<file path="src/rtl/predecode_queue.sv">
// Instruction buffer between fetch and decode: accepts up to FETCH_WIDTH words per
// cycle, predecodes each lane on entry and issues one predecoded entry per cycle.
module predecode_queue #(
  parameter int DEPTH       = 8,
  parameter int FETCH_WIDTH = 2
) (
  input  logic                     clock,
  input  logic                     reset,
  input  logic                     flush,
  // Handshake: a transfer happens on a rising edge where valid && ready; the
  // producer holds its payload while valid && !ready, and ready never looks at valid.
  input  logic                     in_valid,
  output logic                     in_ready,
  input  logic [FETCH_WIDTH-1:0]   in_mask,
  input  logic [31:0]              in_pc,
  input  logic [32*FETCH_WIDTH-1:0] in_instr,
  output logic                     out_valid,
  input  logic                     out_ready,
  output logic [31:0]              out_pc,
  output logic [31:0]              out_instr,
  output logic [31:0]              out_imm,
  output logic [4:0]               out_waddr,
  output logic [4:0]               out_raddr1,
  output logic [4:0]               out_raddr2,
  output logic                     out_wren,
  output logic                     out_rden1,
  output logic                     out_rden2,
  output logic [10:0]              out_class,
  output logic                     out_nop,
  output logic                     out_illegal,
  output logic [$clog2(DEPTH):0]   count
);

  localparam int AW = $clog2(DEPTH);
  localparam int PW = AW + 1;

  typedef struct packed {
    logic [31:0] pc;
    logic [31:0] instr;
    logic [31:0] imm;
    logic [4:0]  waddr;
    logic [4:0]  raddr1;
    logic [4:0]  raddr2;
    logic        wren;
    logic        rden1;
    logic        rden2;
    logic [10:0] cls;
    logic        nop;
    logic        illegal;
  } entry_t;

  function automatic entry_t predecode(input logic [31:0] pc, input logic [31:0] instr);
    entry_t      e;
    logic [10:0] c;
    logic [2:0]  f3;
    logic        bad;
    e  = '0;
    c  = '0;
    f3 = instr[14:12];
    case (instr[6:0])
      7'h37:   c[0]  = 1'b1;
      7'h17:   c[1]  = 1'b1;
      7'h6f:   c[2]  = 1'b1;
      7'h67:   c[3]  = 1'b1;
      7'h63:   c[4]  = 1'b1;
      7'h03:   c[5]  = 1'b1;
      7'h23:   c[6]  = 1'b1;
      7'h13:   c[7]  = 1'b1;
      7'h33:   c[8]  = 1'b1;
      7'h0f:   c[9]  = 1'b1;
      7'h73:   c[10] = 1'b1;
      default: c     = '0;
    endcase
    bad = (instr[1:0] != 2'b11) || (c == '0) ||
          (c[4] && (f3 == 3'd2 || f3 == 3'd3)) ||
          (c[5] && (f3 == 3'd3 || f3 >= 3'd6)) ||
          (c[6] && f3 > 3'd2) ||
          (c[10] && f3 == 3'd4);
    e.pc     = pc;
    e.instr  = instr;
    e.waddr  = instr[11:7];
    e.raddr1 = instr[19:15];
    e.raddr2 = instr[24:20];
    e.nop    = (instr == 32'h0000_0013);
    e.illegal = bad;
    if (!bad) begin
      e.cls = c;
      if (c[0] || c[1])              e.imm = {instr[31:12], 12'b0};
      else if (c[2])                 e.imm = {{12{instr[31]}}, instr[19:12], instr[20], instr[30:21], 1'b0};
      else if (c[3] || c[5] || c[7]) e.imm = {{20{instr[31]}}, instr[31:20]};
      else if (c[4])                 e.imm = {{20{instr[31]}}, instr[7], instr[30:25], instr[11:8], 1'b0};
      else if (c[6])                 e.imm = {{20{instr[31]}}, instr[31:25], instr[11:7]};
      else if (c[10])                e.imm = {27'b0, instr[19:15]};
      else                           e.imm = '0;
      e.wren  = (instr[11:7] != 5'd0) &&
                (c[0] || c[1] || c[2] || c[3] || c[5] || c[7] || c[8] || (c[10] && f3 != 3'd0));
      e.rden1 = c[3] || c[4] || c[5] || c[6] || c[7] || c[8] ||
                (c[10] && (f3 == 3'd1 || f3 == 3'd2 || f3 == 3'd3));
      e.rden2 = c[4] || c[6] || c[8];
    end
    return e;
  endfunction

  entry_t          mem [DEPTH];
  entry_t          lane_entry [FETCH_WIDTH];
  logic [AW-1:0]   lane_idx [FETCH_WIDTH];
  logic [PW-1:0]   wr_ptr;
  logic [PW-1:0]   rd_ptr;
  logic [PW-1:0]   push_cnt;
  logic            push;
  logic            pop;
  entry_t          head;

  assign count     = wr_ptr - rd_ptr;
  assign in_ready  = count <= PW'(DEPTH - FETCH_WIDTH);
  assign out_valid = (count != '0);
  assign push      = in_valid && in_ready;
  assign pop       = out_valid && out_ready;

  always_comb begin
    push_cnt = '0;
    for (int i = 0; i < FETCH_WIDTH; i++) begin
      lane_entry[i] = predecode(in_pc + 32'(4 * i), in_instr[32*i +: 32]);
      lane_idx[i]   = wr_ptr[AW-1:0] + AW'(i);
      if (in_mask[i]) push_cnt = push_cnt + PW'(1);
    end
  end

  // Flush rewinds the pointers only; stale entries are unreachable until overwritten.
  always_ff @(posedge clock or posedge reset) begin
    if (reset) begin
      wr_ptr <= '0;
      rd_ptr <= '0;
      for (int i = 0; i < DEPTH; i++) mem[i] <= '0;
    end else if (flush) begin
      wr_ptr <= '0;
      rd_ptr <= '0;
    end else begin
      if (push) begin
        wr_ptr <= wr_ptr + push_cnt;
        for (int i = 0; i < FETCH_WIDTH; i++)
          if (in_mask[i]) mem[lane_idx[i]] <= lane_entry[i];
      end
      if (pop) rd_ptr <= rd_ptr + PW'(1);
    end
  end

  assign head        = mem[rd_ptr[AW-1:0]];
  assign out_pc      = head.pc;
  assign out_instr   = head.instr;
  assign out_imm     = head.imm;
  assign out_waddr   = head.waddr;
  assign out_raddr1  = head.raddr1;
  assign out_raddr2  = head.raddr2;
  assign out_wren    = head.wren;
  assign out_rden1   = head.rden1;
  assign out_rden2   = head.rden2;
  assign out_class   = head.cls;
  assign out_nop     = head.nop;
  assign out_illegal = head.illegal;

endmodule

</file>
<file path="config.mk">
export PLATFORM = sky130hd
export DESIGN_NAME = predecode_queue
export DESIGN_NICKNAME = d
export VERILOG_FILES = /design/src/rtl/predecode_queue.sv
export SDC_FILE = /design/constraint.sdc
export NUM_CORES = 2
export LEC_CHECK = 0
export ABC_AREA = 0
export CAP_MARGIN = 15
export CORE_AREA = 2 2 444 446
export DETAILED_ROUTE_END_ITERATION = 12
export DIE_AREA = 0 0 446 448
export GPL_ROUTABILITY_DRIVEN = 0
export MAX_ROUTING_LAYER = met4
export PLACE_DENSITY = 0.41
export SLEW_MARGIN = 40
export SYNTH_ARGS = -nofsm -noshare
export SYNTH_HDL_FRONTEND = slang
export SYNTH_SLANG_ARGS = --single-unit
</file>
<file path="constraint.sdc">
create_clock -name clock -period 53.4 [get_ports clock]
set_input_delay 8.01 -clock clock [delete_from_list [all_inputs] [get_ports clock]]
set_output_delay 8.01 -clock clock [all_outputs]
set_load 0.02 [all_outputs]
</file>
Word-level counts from Yosys, hierarchy flattened
Cells that the tools add are included.
- flip-flop bits (word level): 1024
- output and inout port bits: 133
- reduce and logical (&&, ||, !) cells: 80
- equal/unequal tests: 34
- mux-type cells: 57
- bitwise gates (word level): 4
- $lt $le $gt $ge: 10
- add/sub/neg operators: 6
- operators by type and width (cell ; number):
    $mux 1016 ; 4
    $bwmux 1016 ; 2
    $demux 127 s3 ; 2
    $mux 127 ; 4
    $mux 32 ; 12
    $bmux 127 s3 ; 1
    $eq 32x5->1 const B ; 2
    $eq 7x7->1 const B ; 8
    $logic_or 1x1->1 ; 52
    $eq 7x6->1 const B ; 6
    $add 32x3->32 const B ; 1
    $eq 7x5->1 const B ; 4
    $mux 14 ; 2
    $mux 1 ; 23
    $logic_not 11->1 ; 2
    $mux 4 ; 5
    $logic_and 1x1->1 ; 18
    $eq 7x2->1 const B ; 2
    $eq 7x4->1 const B ; 2
    $eq 3x2->1 const B ; 4
    $ge 4x4->1 const B ; 3
    $not 3->4 ; 3
    $mux 5 ; 2
    $reduce_bool 5->1 ; 2
    16 further kinds ; 25

Depth between registers and ports, before layout
- depth after elaboration: 17
- mapped depth: 16
- gate-level depth less buffers: 9

Worst setup path before layout
OpenSTA, ideal clock, no wires.
- kind: register -> output
- start: reg rd_ptr[1]
- end: out in_ready
- cell stages (with the launch flop): 12
- path slack: 42.437 ns
- data arrival time: 2.953 ns
- path buffers: 5
- data required time: 45.390 ns
- cell sequence: dfrtp_1 > clkbuf_1 > clkbuf_1 > clkbuf_1 > buf_2 > inv_1 > ha_1 > nor2b_1 > o21a_1 > or3_1 > clkbuf_1 > and3_1
- cells in the longest elaborated chain, start to end: 2
- RTL lines (what ; RTL line ; source):
    from (decl) ; 108 ; logic [PW-1:0] rd_ptr;
    from (signal assigned) ; 144 ; if (pop) rd_ptr <= rd_ptr + PW'(1);
    $sub 4x4->4 ; 114 ; assign count = wr_ptr - rd_ptr;
    $le 4x3->1 ; 115 ; assign in_ready = count <= PW'(DEPTH - FETCH_WIDTH);
    to (decl) ; 13 ; output logic in_ready,
Every way passes these cells.

Worst setup path in the final report
- start: reg rd_ptr[1]
- end: out out_class[3]
- cells in the longest elaborated chain, start to end: 4
- RTL lines (what ; RTL line ; source):
    $not 3->4 (not written as such) ; 148 ; assign head = mem[rd_ptr[AW-1:0]];
    $bmux 127 s3 ; 148 ;
    $mux 127 (not written as such) (2 in a row) ; 148 ;
    to (decl) ; 28 ; output logic [10:0] out_class,
Every way passes these cells. The select of a mux whose other input is x is not followed.

==> results <==
- Input and output buffers added on the ports amount to 235.
- The maximum number of pins on one net before global-route repair is 142.
- The count of warnings emitted by yosys is 0.
- The longest clock path from root to sink contains 3 buffers.
- The area of the multi-input gates is 0.0264 sq mm.
- The type of the setup path with the least slack is reg2out.
- The detail route stage leaves a number of antenna-violating nets equal to 0.
- The count of endpoints failing hold in the final timing report is 0.
- The number of cells on the worst reg-to-reg path is 13.
- TritonCTS built the clock tree.
- The critical path ends at out_class[3].
- The area overhead of the layout relative to synthesis is 16.8%.
- The die covers 0.200 sq mm.
- The I/O pin count is 236.
- The synthesized netlist net count is 5476.
- The signal on the critical path passes through buf_4 > buf_12 > buf_16 > mux4_2 > nand2_1 > nand2_1 > clkdlybuf4s50_1.
- Once the clock tree was built, the resizer swapped 0 gates to a different size.
- The leading cell type in the layout, fill and taps excluded is sky130_fd_sc_hd__dfrtp_1.
- The top flip-flop cell by instance count after synthesis is sky130_fd_sc_hd__dfrtp_1.
- Counting both buffers and inverters, the worst setup path holds a total of 4.
- Of the cells placed in the final design, the portion with a size suffix greater than 1 is 14.9%.
- After routing, the total negative slack on setup checks comes to 0 ps.
- In this run the critical register-to-register path is captured at mem[322].
- IR analysis of the VDD net gives a maximum drop of 0.0000309 V.
- The H-tree generated during clock tree synthesis spans 3 levels.
- The launch point of the worst reg-to-reg path is rd_ptr[2].
- The area occupied by registers is 0.0256 sq mm.
- For this run, the total global-route usage over all layers was measured as 26.8%.
- The top fanout value on the critical path is 71.
- The first-pass GRT wire length is 380000 um.
- The critical path crosses 7 cells after its start point.
- On the worst path, the slowest cell contributes a delay of 860 ps.
- In this run the core area contains 162 standard-cell rows.
- The clock skew after layout is 52.2 ps.
- In this run the power density over the cells is 54.2 mW/mm^2.
- The via count is 48250.
- The startpoint of the most critical setup path is rd_ptr[1].
- The startpoint type of the worst setup path is a register.
- For this block, the initial DRC count from the detailed router was 5185.
- Based on the critical path, the design can be clocked at up to 78.3 MHz.
- The post-synthesis cell area is 0.0543 sq mm.
- The cell at the root of the clock tree is sky130_fd_sc_hd__clkbuf_16.
- The run finished with clean final reports.
- Data arrives at the worst endpoint at 4760 ps.
- The synthesized area per cell is 10.1 sq um.
- In the layout the commonest cells are 1021 x sky130_fd_sc_hd__dfrtp_1, 743 x sky130_fd_sc_hd__nor2_1, 523 x sky130_fd_sc_hd__nand2_1, 434 x sky130_fd_sc_hd__a21oi_1, 298 x sky130_fd_sc_hd__a221oi_1.
- The gate count after technology mapping is 5362.
- The final critical path takes up 23.9% of the cycle.
- The number of max-slew violations in the final report came to 0.
- The clock net in this run drives a total of 1024 sinks.
- The via count normalized by instance count is 6.10.
- The shortest clock period the worst path allows after layout is 12770 ps.
- The data required time of the critical path is 45390 ps.
- The slowest cell on the critical path is sky130_fd_sc_hd__dfrtp_4.
- After the last flow step, the layout net total stands at 5382.
- The number of flops mapped to enable cells by yosys is 0.
- In the final routed layout, each cell accounts on average for 33.5 um.
- The kind of cell adding the most delay to the critical path is buffers and inverters.
- The number of antenna violations at the first check in global routing was 10.
- In this design, the critical path's most frequently occurring cell is sky130_fd_sc_hd__nand2_1.
- Before antenna repair, the detailed router went through 8 iterations.
- For the pin with the worst max-slew slack, the measured transition is 930 ps.
- The count of distinct cell types in the synthesized netlist is 80.
- Measured along the x axis, the die boundary spans 446 um.
- At the later pin of the worst-skew pair, clock insertion delay measures 800 ps.
- The post-CTS setup repair buffer count is 0.
- The count of hold-fix buffers inserted at cts is 0.
- The post-detailed-route DRC marker count is 0.
- The flop and latch count out of synthesis is 1024.
- The worst hold margin is 482 ps.
- The final number of setup-violating endpoints is 0.
- The HPWL after detailed placement is 152000 um.
- After synthesis, the share of flip-flops with an asynchronous set or reset is 100%.
- The leakage power of the design is 24.9 nW.
- The total of max-cap violations is 0.
- For this run, the register share of the synthesized area comes to 47.2%.
- In this run the vertical extent of the chip is 448 um.
- The number of global-route vias before repair was 48601.
- The area of the placeable core is 0.195 sq mm.
- The register-to-register path setup slack is 47210 ps.
- In this run the worst hold path is classified as reg2reg.
- Setup repair after global routing left no endpoint under its margin.
- For this configuration, the core starts out at a cell density of 27.9%.
- The tightest slew margin relative to the limit is 38.0%.
- The number of CTS-inserted buffers is 121.
- The total congestion overflow after global routing is 0.
- Clock-pin slew was measured on the worst setup and hold paths at 60 ps.
- The filler cells instantiated in the layout total 19760.
- The kind of end point of the critical path is an output port.
- After detailed routing, the total wire length is 265000 um.
==> worst min-delay path by stage <==
| stage | end | slack, ps | start | cells after the start |
|---|---|---|---|---|
| 2_1_floorplan | mem[127] | 450 | mem[127] | 1 |
| 3_3_place_gp | mem[334] | 470 | mem[334] | 1 |
| 3_5_place_dp | mem[651] | 470 | mem[651] | 1 |
| 4_1_cts | mem[74] | 490 | mem[74] | 1 |
| 5_1_grt | mem[698] | 500 | mem[698] | 1 |
| 6_report | mem[698] | 480 | mem[698] | 1 |
==> flip-flops by register name (all words and copies together), names as in the netlist <==
register  flops
mem        1016
wr_ptr        4
rd_ptr        4
==> synth_stat cells (12+ instances only) <==
cell type	number	area (sq um)
sky130_fd_sc_hd__nand3_1	102	510
sky130_fd_sc_hd__nand4_1	24	150
sky130_fd_sc_hd__o2bb2ai_1	276	2420
sky130_fd_sc_hd__nor2b_1	12	75.1
sky130_fd_sc_hd__nor3_1	19	95.1
sky130_fd_sc_hd__or2_2	13	81.3
sky130_fd_sc_hd__mux2_2	16	180
sky130_fd_sc_hd__nand2_1	527	1980
sky130_fd_sc_hd__o22a_1	40	350
sky130_fd_sc_hd__buf_2	167	836
sky130_fd_sc_hd__a211oi_1	17	128
sky130_fd_sc_hd__nor2_1	763	2860
sky130_fd_sc_hd__o21ai_0	119	596
sky130_fd_sc_hd__xnor2_1	15	131
sky130_fd_sc_hd__a221oi_2	23	345
sky130_fd_sc_hd__a21oi_1	434	2170
sky130_fd_sc_hd__inv_1	25	93.8
sky130_fd_sc_hd__mux4_2	254	5720
sky130_fd_sc_hd__buf_1	52	195
sky130_fd_sc_hd__or3_1	12	75.1
sky130_fd_sc_hd__a31oi_1	35	219
sky130_fd_sc_hd__a22oi_1	216	1620
sky130_fd_sc_hd__dfrtp_1	1024	25600
sky130_fd_sc_hd__a221oi_1	298	2610
sky130_fd_sc_hd__buf_4	14	105
sky130_fd_sc_hd__a211o_1	27	236
sky130_fd_sc_hd__a21o_1	29	218
sky130_fd_sc_hd__clkbuf_1	396	1490
sky130_fd_sc_hd__o22ai_1	207	1290
sky130_fd_sc_hd__o221a_2	26	293
==> cells by family after synthesis <==
group,count (synthesis),synth area share (%)
AO/OA/AOI/OAI,1818,24.3
XOR/XNOR,20,0.323
adder cells (fa/ha/maj),11,0.281
buffers and inverters,664,5.18
flip-flops,1024,47.2
multiplexers,274,10.9
AND/OR/NAND/NOR,1551,11.8
==> power breakdown <==
group / switching [W] / internal [W]
logic: 0.000797 / 0.000591
clock network: 0.000369 / 0.000500
registers: 0.000152 / 0.00103
==> layer usage <==
metal / up-vias / wire length, um / global-route usage [%]
li1: 20038 / - / -
met1: 25478 / 113000 / 35.6
met3: 478 / 18000 / 4.08
met5: - / 0 / -
met4: 0 / 9900 / 9.43
met2: 2256 / 124000 / 41.6
==> cell type report <==
cell class / count / area share, %
Timing Repair Buffer: 420 / 6.38
Inverter: 27 / 0.180
Sequential cell: 1024 / 40.4
Tap cell: 2542 / 5.01
Antenna cell: 7 / 0.0276
Clock inverter: 35 / 0.781
Multi-Input combinational cell: 3674 / 41.6
Clock buffer: 184 / 5.59
==> worst reg2reg max path, cell delays in order, from the launching register on <==
cell	delay (ps)
sky130_fd_sc_hd__dfrtp_4	870
sky130_fd_sc_hd__inv_6	460
sky130_fd_sc_hd__ha_1	480
sky130_fd_sc_hd__xor2_1	440
sky130_fd_sc_hd__or3_1	340
sky130_fd_sc_hd__nand3b_1	120
sky130_fd_sc_hd__buf_4	320
sky130_fd_sc_hd__a21oi_4	230
sky130_fd_sc_hd__buf_4	500
sky130_fd_sc_hd__buf_12	400
sky130_fd_sc_hd__buf_4	830
sky130_fd_sc_hd__o21ai_4	370
sky130_fd_sc_hd__buf_4	420
sky130_fd_sc_hd__a22o_1	330
==> metrics by stage <==
| step | power, W | utilization (%) | setup slack (ps) | std cells | instance area [sq um] |
|---|---|---|---|---|---|
| 5_1_grt | 0.00361 | 32.6 | 40460 | 7912 | 63400 |
| 2_1_floorplan | 0.00201 | - | 16570 | 5362 | 54300 |
| 3_5_place_dp | 0.00258 | 30.5 | 41020 | 7686 | 59300 |
| 6_report | 0.00344 | 32.6 | 40630 | 7913 | 63400 |
| 3_3_place_gp | 0.00257 | 30.3 | 40710 | 7673 | 59000 |
| 4_1_cts | 0.00346 | 32.6 | 40490 | 7905 | 63300 |
Power figures use the tool's default switching activity.
